[config.mk]
export PLATFORM = sky130hd
export DESIGN_NAME = fsm_dwell_sequencer
export DESIGN_NICKNAME = d
export VERILOG_FILES = /design/src/rtl/fsm_dwell_sequencer.sv
export SDC_FILE = /design/constraint.sdc
export NUM_CORES = 1
export LEC_CHECK = 0
export CORE_MARGIN = 5
export CORE_UTILIZATION = 40
export CTS_CLUSTER_DIAMETER = 120
export DETAILED_ROUTE_END_ITERATION = 8
export GPL_TIMING_DRIVEN = 0
export MAX_ROUTING_LAYER = met4
export PLACE_DENSITY_LB_ADDON = 0.05
export SYNTH_ARGS = -nofsm -noshare
export SYNTH_HDL_FRONTEND = slang
export SYNTH_SLANG_ARGS = --single-unit
[constraint.sdc]
create_clock -name clk -period 1.47 [get_ports clk]
set_input_delay 0.3675 -clock clk [delete_from_list [all_inputs] [get_ports clk]]
set_output_delay 0.3675 -clock clk [all_outputs]
set_load 0.005 [all_outputs]
[src/rtl/fsm_dwell_sequencer.sv]
// Four-state control sequencer (IDLE -> A -> B -> C -> IDLE) with a dwell watchdog
// that forces a return to IDLE when a non-IDLE state is held too long.
module fsm_dwell_sequencer #(
  parameter int MAX_DWELL = 3,
  parameter int ERR_W     = 8
) (
  input  logic             clk,
  input  logic             rst,
  input  logic             start,
  input  logic             a_done,
  input  logic             b_done,
  input  logic             c_done,
  input  logic             abort,
  output logic [2:0]       current_state,
  output logic             busy,
  output logic             seq_done,
  output logic             timeout,
  output logic [2:0]       timeout_state,
  output logic [ERR_W-1:0] timeout_count
);

  localparam int DW = $clog2(MAX_DWELL + 1);
  localparam logic [DW-1:0] DWELL_LIMIT = DW'(MAX_DWELL);

  typedef enum logic [2:0] {
    IDLE    = 3'd0,
    STATE_A = 3'd1,
    STATE_B = 3'd2,
    STATE_C = 3'd3
  } state_t;

  state_t        state;
  state_t        next_state;
  logic [DW-1:0] dwell;
  logic [DW-1:0] dwell_next;
  logic          seq_done_next;
  logic          timeout_next;
  logic          own_done;
  logic          dwell_expired;

  // State register; every output is registered here so no input reaches an output combinationally.
  always_ff @(posedge clk) begin
    if (rst) begin
      state         <= IDLE;
      dwell         <= '0;
      busy          <= 1'b0;
      seq_done      <= 1'b0;
      timeout       <= 1'b0;
      timeout_state <= IDLE;
      timeout_count <= '0;
    end else begin
      state    <= next_state;
      dwell    <= dwell_next;
      busy     <= (next_state != IDLE);
      seq_done <= seq_done_next;
      timeout  <= timeout_next;
      if (timeout_next) begin
        timeout_state <= state;
        if (timeout_count != '1) begin
          timeout_count <= timeout_count + 1'b1;
        end
      end
    end
  end

  assign dwell_expired = (dwell == DWELL_LIMIT);

  // Priority in busy states: abort, then own done, then watchdog expiry, else hold.
  always_comb begin
    next_state = IDLE;
    case (state)
      IDLE: begin
        next_state = start ? STATE_A : IDLE;
      end
      STATE_A: begin
        if (abort)              next_state = IDLE;
        else if (a_done)        next_state = STATE_B;
        else if (dwell_expired) next_state = IDLE;
        else                    next_state = STATE_A;
      end
      STATE_B: begin
        if (abort)              next_state = IDLE;
        else if (b_done)        next_state = STATE_C;
        else if (dwell_expired) next_state = IDLE;
        else                    next_state = STATE_B;
      end
      STATE_C: begin
        if (abort)              next_state = IDLE;
        else if (c_done)        next_state = IDLE;
        else if (dwell_expired) next_state = IDLE;
        else                    next_state = STATE_C;
      end
      default: begin
        next_state = IDLE;
      end
    endcase
  end

  // Pulse and dwell-counter updates; illegal encodings fall through with no pulses.
  always_comb begin
    own_done      = 1'b0;
    seq_done_next = 1'b0;
    timeout_next  = 1'b0;
    dwell_next    = '0;
    case (state)
      STATE_A: own_done = a_done;
      STATE_B: own_done = b_done;
      STATE_C: own_done = c_done;
      default: own_done = 1'b0;
    endcase
    if (state == STATE_A || state == STATE_B || state == STATE_C) begin
      seq_done_next = (state == STATE_C) && !abort && c_done;
      timeout_next  = !abort && !own_done && dwell_expired;
      if (next_state == state) begin
        dwell_next = dwell_expired ? dwell : dwell + 1'b1;
      end
    end
  end

  assign current_state = state;

endmodule

==> results of run 1 <==
-- worst reg2reg max path, stage by stage (launching register included) --
cell     delay, ns
dfxtp_4       0.38
ha_4          0.16
and3_4        0.15
and3_4        0.15
nor3_4        0.19
buf_4         0.19
a21oi_1       0.07
a31o_1        0.17
-- per-layer routing --
metal,track usage (%),vias to the layer above,part of all wire [%]
met4,3.31,0,0.61
met5,-,-,0
met3,2.26,2,5.9
li1,-,424,-
met2,22.7,29,48
met1,16.4,388,45
-- through the flow --
stage | TNS, ns | setup WS, ns | area, um^2
after floorplan | -0.169 | -0.0436 | 926
after global placement | -5.84 | -0.537 | 1160
after detailed placement | -6.21 | -0.573 | 1160
after CTS | -1.39 | -0.163 | 1240
after global routing | -1.12 | -0.144 | 1330
final | -0.332 | -0.0859 | 1330
-- synth_stat cells, drive strengths merged, types with 2 or more instances --
cell type	instances	share of area [%]
nand2b	5	3.5
a31o	5	4.9
mux2i	5	5.6
nand2	5	2.1
a21oi	8	4.5
clkbuf	2	0.84
nor3	3	2.9
buf	5	4.0
and2b	2	1.7
dfxtp	17	38
o211ai	2	2.2
or2	2	1.4
nand4	2	1.4
ha	2	2.8
and2	2	1.4
inv	4	1.7
and3	5	3.5
nor2	12	5.0
a21boi	2	2.1
-- final timing paths --
check | end | slack (ns) | from
max reg2reg | timeout_count[2]$_SDFFE_PP0P_ | -0.09 | timeout_count[0]$_SDFFE_PP0P_
min | seq_done$_SDFF_PP0_ | 0.43 | abort
max | timeout_count[2]$_SDFFE_PP0P_ | -0.09 | timeout_count[0]$_SDFFE_PP0P_
min reg2reg | timeout_state[1]$_SDFFE_PP0P_ | 0.49 | timeout_state[1]$_SDFFE_PP0P_
-- final cells by class --
| class | instances | area [um^2] |
|---|---|---|
| plain buffers | 7 | 50.0 |
| fillers | 219 | 843 |
| clock buffers | 4 | 26.3 |
| multi-input cells | 76 | 563 |
| inverters | 4 | 15.0 |
| flip-flops and latches | 17 | 367 |
| repair buffers | 29 | 270 |
| well taps | 28 | 35.0 |
-- registers in the layout, indices dropped and copies added, names as in the netlist --
| name | count |
|---|---|
| timeout | 1 |
| seq_done | 1 |
| timeout_count | 8 |
| timeout_state | 2 |
| current_state | 2 |
| busy | 1 |
| dwell | 2 |
-- power by group through the flow --
stage / Clock, mW / Combinational [mW] / Sequential (mW)
2_1_floorplan: 0 / 0.0428 / 0.482
3_3_place_gp: 0 / 0.0775 / 0.483
3_5_place_dp: 0 / 0.0794 / 0.483
4_1_cts: 0.253 / 0.0846 / 0.468
5_1_grt: 0.277 / 0.104 / 0.465
6_report: 0.244 / 0.0945 / 0.464
-- cell families after synthesis --
logic type / after synthesis / synth area share (%)
simple gates: 43 / 27.2
fa+ha+maj: 2 / 2.79
xor+xnor: 2 / 1.95
other cells: 1 / 0.418
flops: 17 / 37.9
compound gates: 22 / 17.6
mux: 5 / 5.58
buf+inv: 11 / 6.55
-- what timing repair did --
| action | CTS | global route |
|---|---|---|
| setup endpoints to repair | 25 | 18 |
| buffers inserted | 6 | 2 |
| gates resized for setup | 26 | 20 |
| endpoints found under the hold margin | 0 | 0 |
| pin swaps | 1 | 10 |
| cloned | 0 | 1 |
| hold buffers | 0 | 0 |
==> out/results.ini, run 1 <==
[placed_design]
hpwlAfterDp_mm = 1.47
portBuffers = 20
dp_cells = 152
gp_congestion = 0.776

[grt]
grt_overflow = 0
grt_max_degree = 11
grt_pass1_wl_mm = 3.48
first_global_vias = 822
grt_usage_pct = 13.4
antenna_found_initial = 0

[setup_path]
path_buf_inv = 1
path_delay_family = simple AND/OR/NAND/NOR gates
arrival_ns = 1.74
crit_cells = 7
cp-start-kind = flop
crit_chain = ha_4, and3_4, and3_4, nor3_4, buf_4, a21oi_1, a31o_1
crit_path_max_incr_delay_ns = 0.38
worstRegToRegCells = 7
path_class = flop to flop
end_kind = flop
required_ns = 1.65
cp_max_fo = 5
crit_top_cell = and3_4
slowest_stage = dfxtp_4

[synth]
yosys_warnings = 0
async_flop_share_pct = 0
synth_enable_flop_cells = 0
synth_cell_type_count = 39
syn-instance-count = 103
synth_area_um2 = 897
yosysSeqAreaShare_pct = 37.9
syn_area_per_cell_um2 = 8.71
ys_ff_latch = 17
ys_dominant_reg_cell = dfxtp_1

[clock_network]
cts_tree = done
clk_pin_slew_ns = 0.10
clock-root-buffer = clkbuf_4
clock_latency_ns = 0.28
cts-buffers-inserted = 3
htree_levels = 1
clock_path_buffers = 2
clkSinkCount = 17

[routing]
via_count = 843
vias_per_cell = 5.11
post-route-drc-count = 0
antenna_left = 0
firstDrtPassIters = 4
wl_per_cell_um = 12.9
wl_mm = 2.13
detailedRoute.firstIterationViolations = 19

[cells_and_area]
mostFrequentLayoutCells = nor2_1 (12), dlygate4sd2_1 (12), buf_4 (11)
drive_gt1_share_pct = 32.1
fin_cells = 165
num_antenna_cells = 0
fin_util_pct = 61.1
finalNetCount = 147
synthToLayoutAreaGrowth_pct = 47.8

[timing]
rsz0062_at_grt = true
clock_skew_ns = 0.00330
fmax_ghz = 0.643
tightest_slew_ns = 0.513
fin_ws_ns = -0.0859
slew_violations = 0
hold_slack_ns = 0.427
fin_crit_sh_pct = 106
slew_headroom_pct = 65.8
hold_viol_final = 0
setup_violations = 6
final.min_clock_period_ns = 1.56

[die]
die_h_um = 57.4
start_util_pct = 41.3
num_rows = 17
core_area_mm2 = 0.00217
io_pins = 24
die_w_um = 57.4
die-area_mm2 = 0.00329

[power_and_ir_drop]
p_switching_mw = 0.188
p_seq_share_pct = 57.8
p_sw_share_pct = 23.5
max-vdd-ir-drop_v = 0.000424
power_frac_clock_pct = 30.4
power_frac_comb_pct = 11.8
totalPowerFinal_mw = 0.803
p_int_mw = 0.614
leakage_nw = 0.669
pwr_density_cell_mw_per_mm2 = 605

[outcome]
status = finished with violations
violations = negative setup slack

[hold_path]
hp-class = input pin to flop
hold_depth = 2

[flow_run]
maxCapViolCount = 0

Power figures use the tool's default switching activity.
==> run 2: changes to the inputs <==
- CTS_BUF_LIST: unset -> sky130_fd_sc_hd__clkbuf_4 sky130_fd_sc_hd__clkbuf_8
- TNS_END_PERCENT: unset -> 5
==> out/results.ini, run 2 (synthesis results as in run 1) <==
[outcome]
status = finished with violations
violations = negative setup slack

[cells_and_area]
regArea_um2 = 365  ; -0.34%
num_antenna_cells = 0  ; unchanged
drive_gt1_share_pct = 29.5  ; -2.6 points
fin_util_pct = 59.1  ; -2.0 points
synthToLayoutAreaGrowth_pct = 43.0
largest_reg_flops = 8  ; unchanged
multi_input_area_um2 = 558  ; -0.89%
fin_cells = 160  ; -3.0%
fillers = 202  ; -7.8%
design_area_mm2 = 0.00128  ; -3.3%
mostFrequentLayoutCells = dlygate4sd2_1 (12), nor2_1 (11), a21oi_1 (8), dfxtp_2 (8)
layout_commonest_cell = dlygate4sd2_1
top_register = timeout_count
finalNetCount = 142  ; -3.4%

[placed_design]
portBuffers = 20  ; unchanged
gp_congestion = 0.776  ; +0.10%
dp_slack_ns = -0.564  ; +0.00961 ns
hpwlAfterDp_mm = 1.44  ; -2.1%
dp_cells = 152  ; unchanged
placed_cell_area_mm2 = 0.00116  ; unchanged

[routing]
wl_mm = 2.05  ; -3.8%
detailedRoute.firstIterationViolations = 14  ; -5
post-route-drc-count = 0  ; unchanged
wl_per_cell_um = 12.8  ; -0.76%
firstDrtPassIters = 4  ; unchanged
antenna_left = 0  ; unchanged
via_count = 817  ; -3.1%
vias_per_cell = 5.11  ; about the same

[setup_path]
worstRegToRegCells = 7  ; unchanged
cp_max_fo = 5  ; unchanged
cp-start-kind = flop
arrival_ns = 1.71  ; -0.03 ns
end_kind = flop
path_class = flop to flop
required_ns = 1.63  ; -0.02 ns

[timing]
fin_crit_sh_pct = 105  ; -0.40 points
setup_tns_ns = -0.418  ; -0.0861 ns
fin_ws_ns = -0.0800  ; +0.00594 ns
fmax_ghz = 0.645  ; +0.38%
setup_violations = 7  ; +1
clock_skew_ns = 0.00281  ; -0.000490 ns
hold_viol_final = 0  ; unchanged
slew_violations = 0  ; unchanged
slew_headroom_pct = 66.6  ; +0.77 points
rsz0062_at_grt = true
final.min_clock_period_ns = 1.55  ; -0.00594 ns
tightest_slew_ns = 0.502  ; -0.0116 ns
hold_slack_ns = 0.421  ; -0.00550 ns

[grt]
grt_max_degree = 11  ; unchanged
antenna_found_initial = 0  ; unchanged
grt_pass1_wl_mm = 3.59  ; +3.2%
grt_overflow = 0  ; unchanged
grt_usage_pct = 14.0  ; +0.57 points
first_global_vias = 781  ; -5.0%

[hold_path]
hold_depth = 2  ; unchanged
hp-class = input pin to flop

[clock_network]
clock-root-buffer = clkbuf_4
cts-buffers-inserted = 3  ; unchanged
clk_pin_slew_ns = 0.10  ; about the same
cts_tree = done
clock_path_buffers = 2  ; unchanged
ctsHoldBuffers = 0  ; unchanged
clock_latency_ns = 0.28  ; about the same
htree_levels = 1  ; unchanged
clkSinkCount = 17  ; unchanged

[die]
start_util_pct = 41.3  ; unchanged
die_h_um = 57.4  ; unchanged
die-area_mm2 = 0.00329  ; unchanged
die_w_um = 57.4  ; unchanged
num_rows = 17  ; unchanged
io_pins = 24  ; unchanged
core_area_mm2 = 0.00217  ; unchanged

[power_and_ir_drop]
pwr_density_cell_mw_per_mm2 = 636  ; +5.1%
totalPowerFinal_mw = 0.816  ; +1.7%
max-vdd-ir-drop_v = 0.000450  ; +6.1%
leakage_nw = 0.642  ; -4.0%

[flow_run]
maxCapViolCount = 0  ; unchanged

## run 2: critical path, cell delays in order, from the launching register on
cell and delay, ns:
dfxtp_4 0.37, ha_4 0.16, and3_4 0.18, and3_4 0.15
nor3_4 0.18, buf_6 0.16, mux2i_1 0.17, nor2_1 0.05
## run 2: final cells by class
| type | count | share of cell area (%) |
|---|---|---|
| Buffer | 7 | 3.61 |
| Inverter | 4 | 1.17 |
| Tap cell | 28 | 2.73 |
| Timing Repair Buffer | 24 | 18.1 |
| Sequential cell | 17 | 28.5 |
| Clock buffer | 4 | 2.34 |
| Multi-Input combinational cell | 76 | 43.5 |
## run 2: worst paths after layout
check / startpoint / end / slack [ns]
setup / recovery: timeout_count[0]$_SDFFE_PP0P_ / timeout_count[1]$_SDFFE_PP0P_ / -0.08
hold / removal: abort / seq_done$_SDFF_PP0_ / 0.42
setup reg to reg: timeout_count[0]$_SDFFE_PP0P_ / timeout_count[1]$_SDFFE_PP0P_ / -0.08
hold reg to reg: timeout_state[0]$_SDFFE_PP0P_ / timeout_state[0]$_SDFFE_PP0P_ / 0.49
## run 2: repair_timing
item / in CTS / in global routing
buffers inserted: 2 / 1
gates resized for setup: 25 / 18
endpoints found under the setup margin: 24 / 18
pin swaps: 1 / 7
cloned: 0 / 1
## run 2: layer usage
layer / up-vias / wire [um] / GRT usage, %
met5: - / 0 / -
met1: 381 / 964 / 17.3
li1: 416 / - / -
met4: 0 / 13 / 4.97
met3: 2 / 93 / 2.26
met2: 18 / 974 / 22.7
## run 2: report_power, final
group,total (mW),internal [mW],switching [mW]
combinational,0.0797,0.0401,0.0395
sequential,0.467,0.460,0.00653
clock,0.269,0.124,0.146
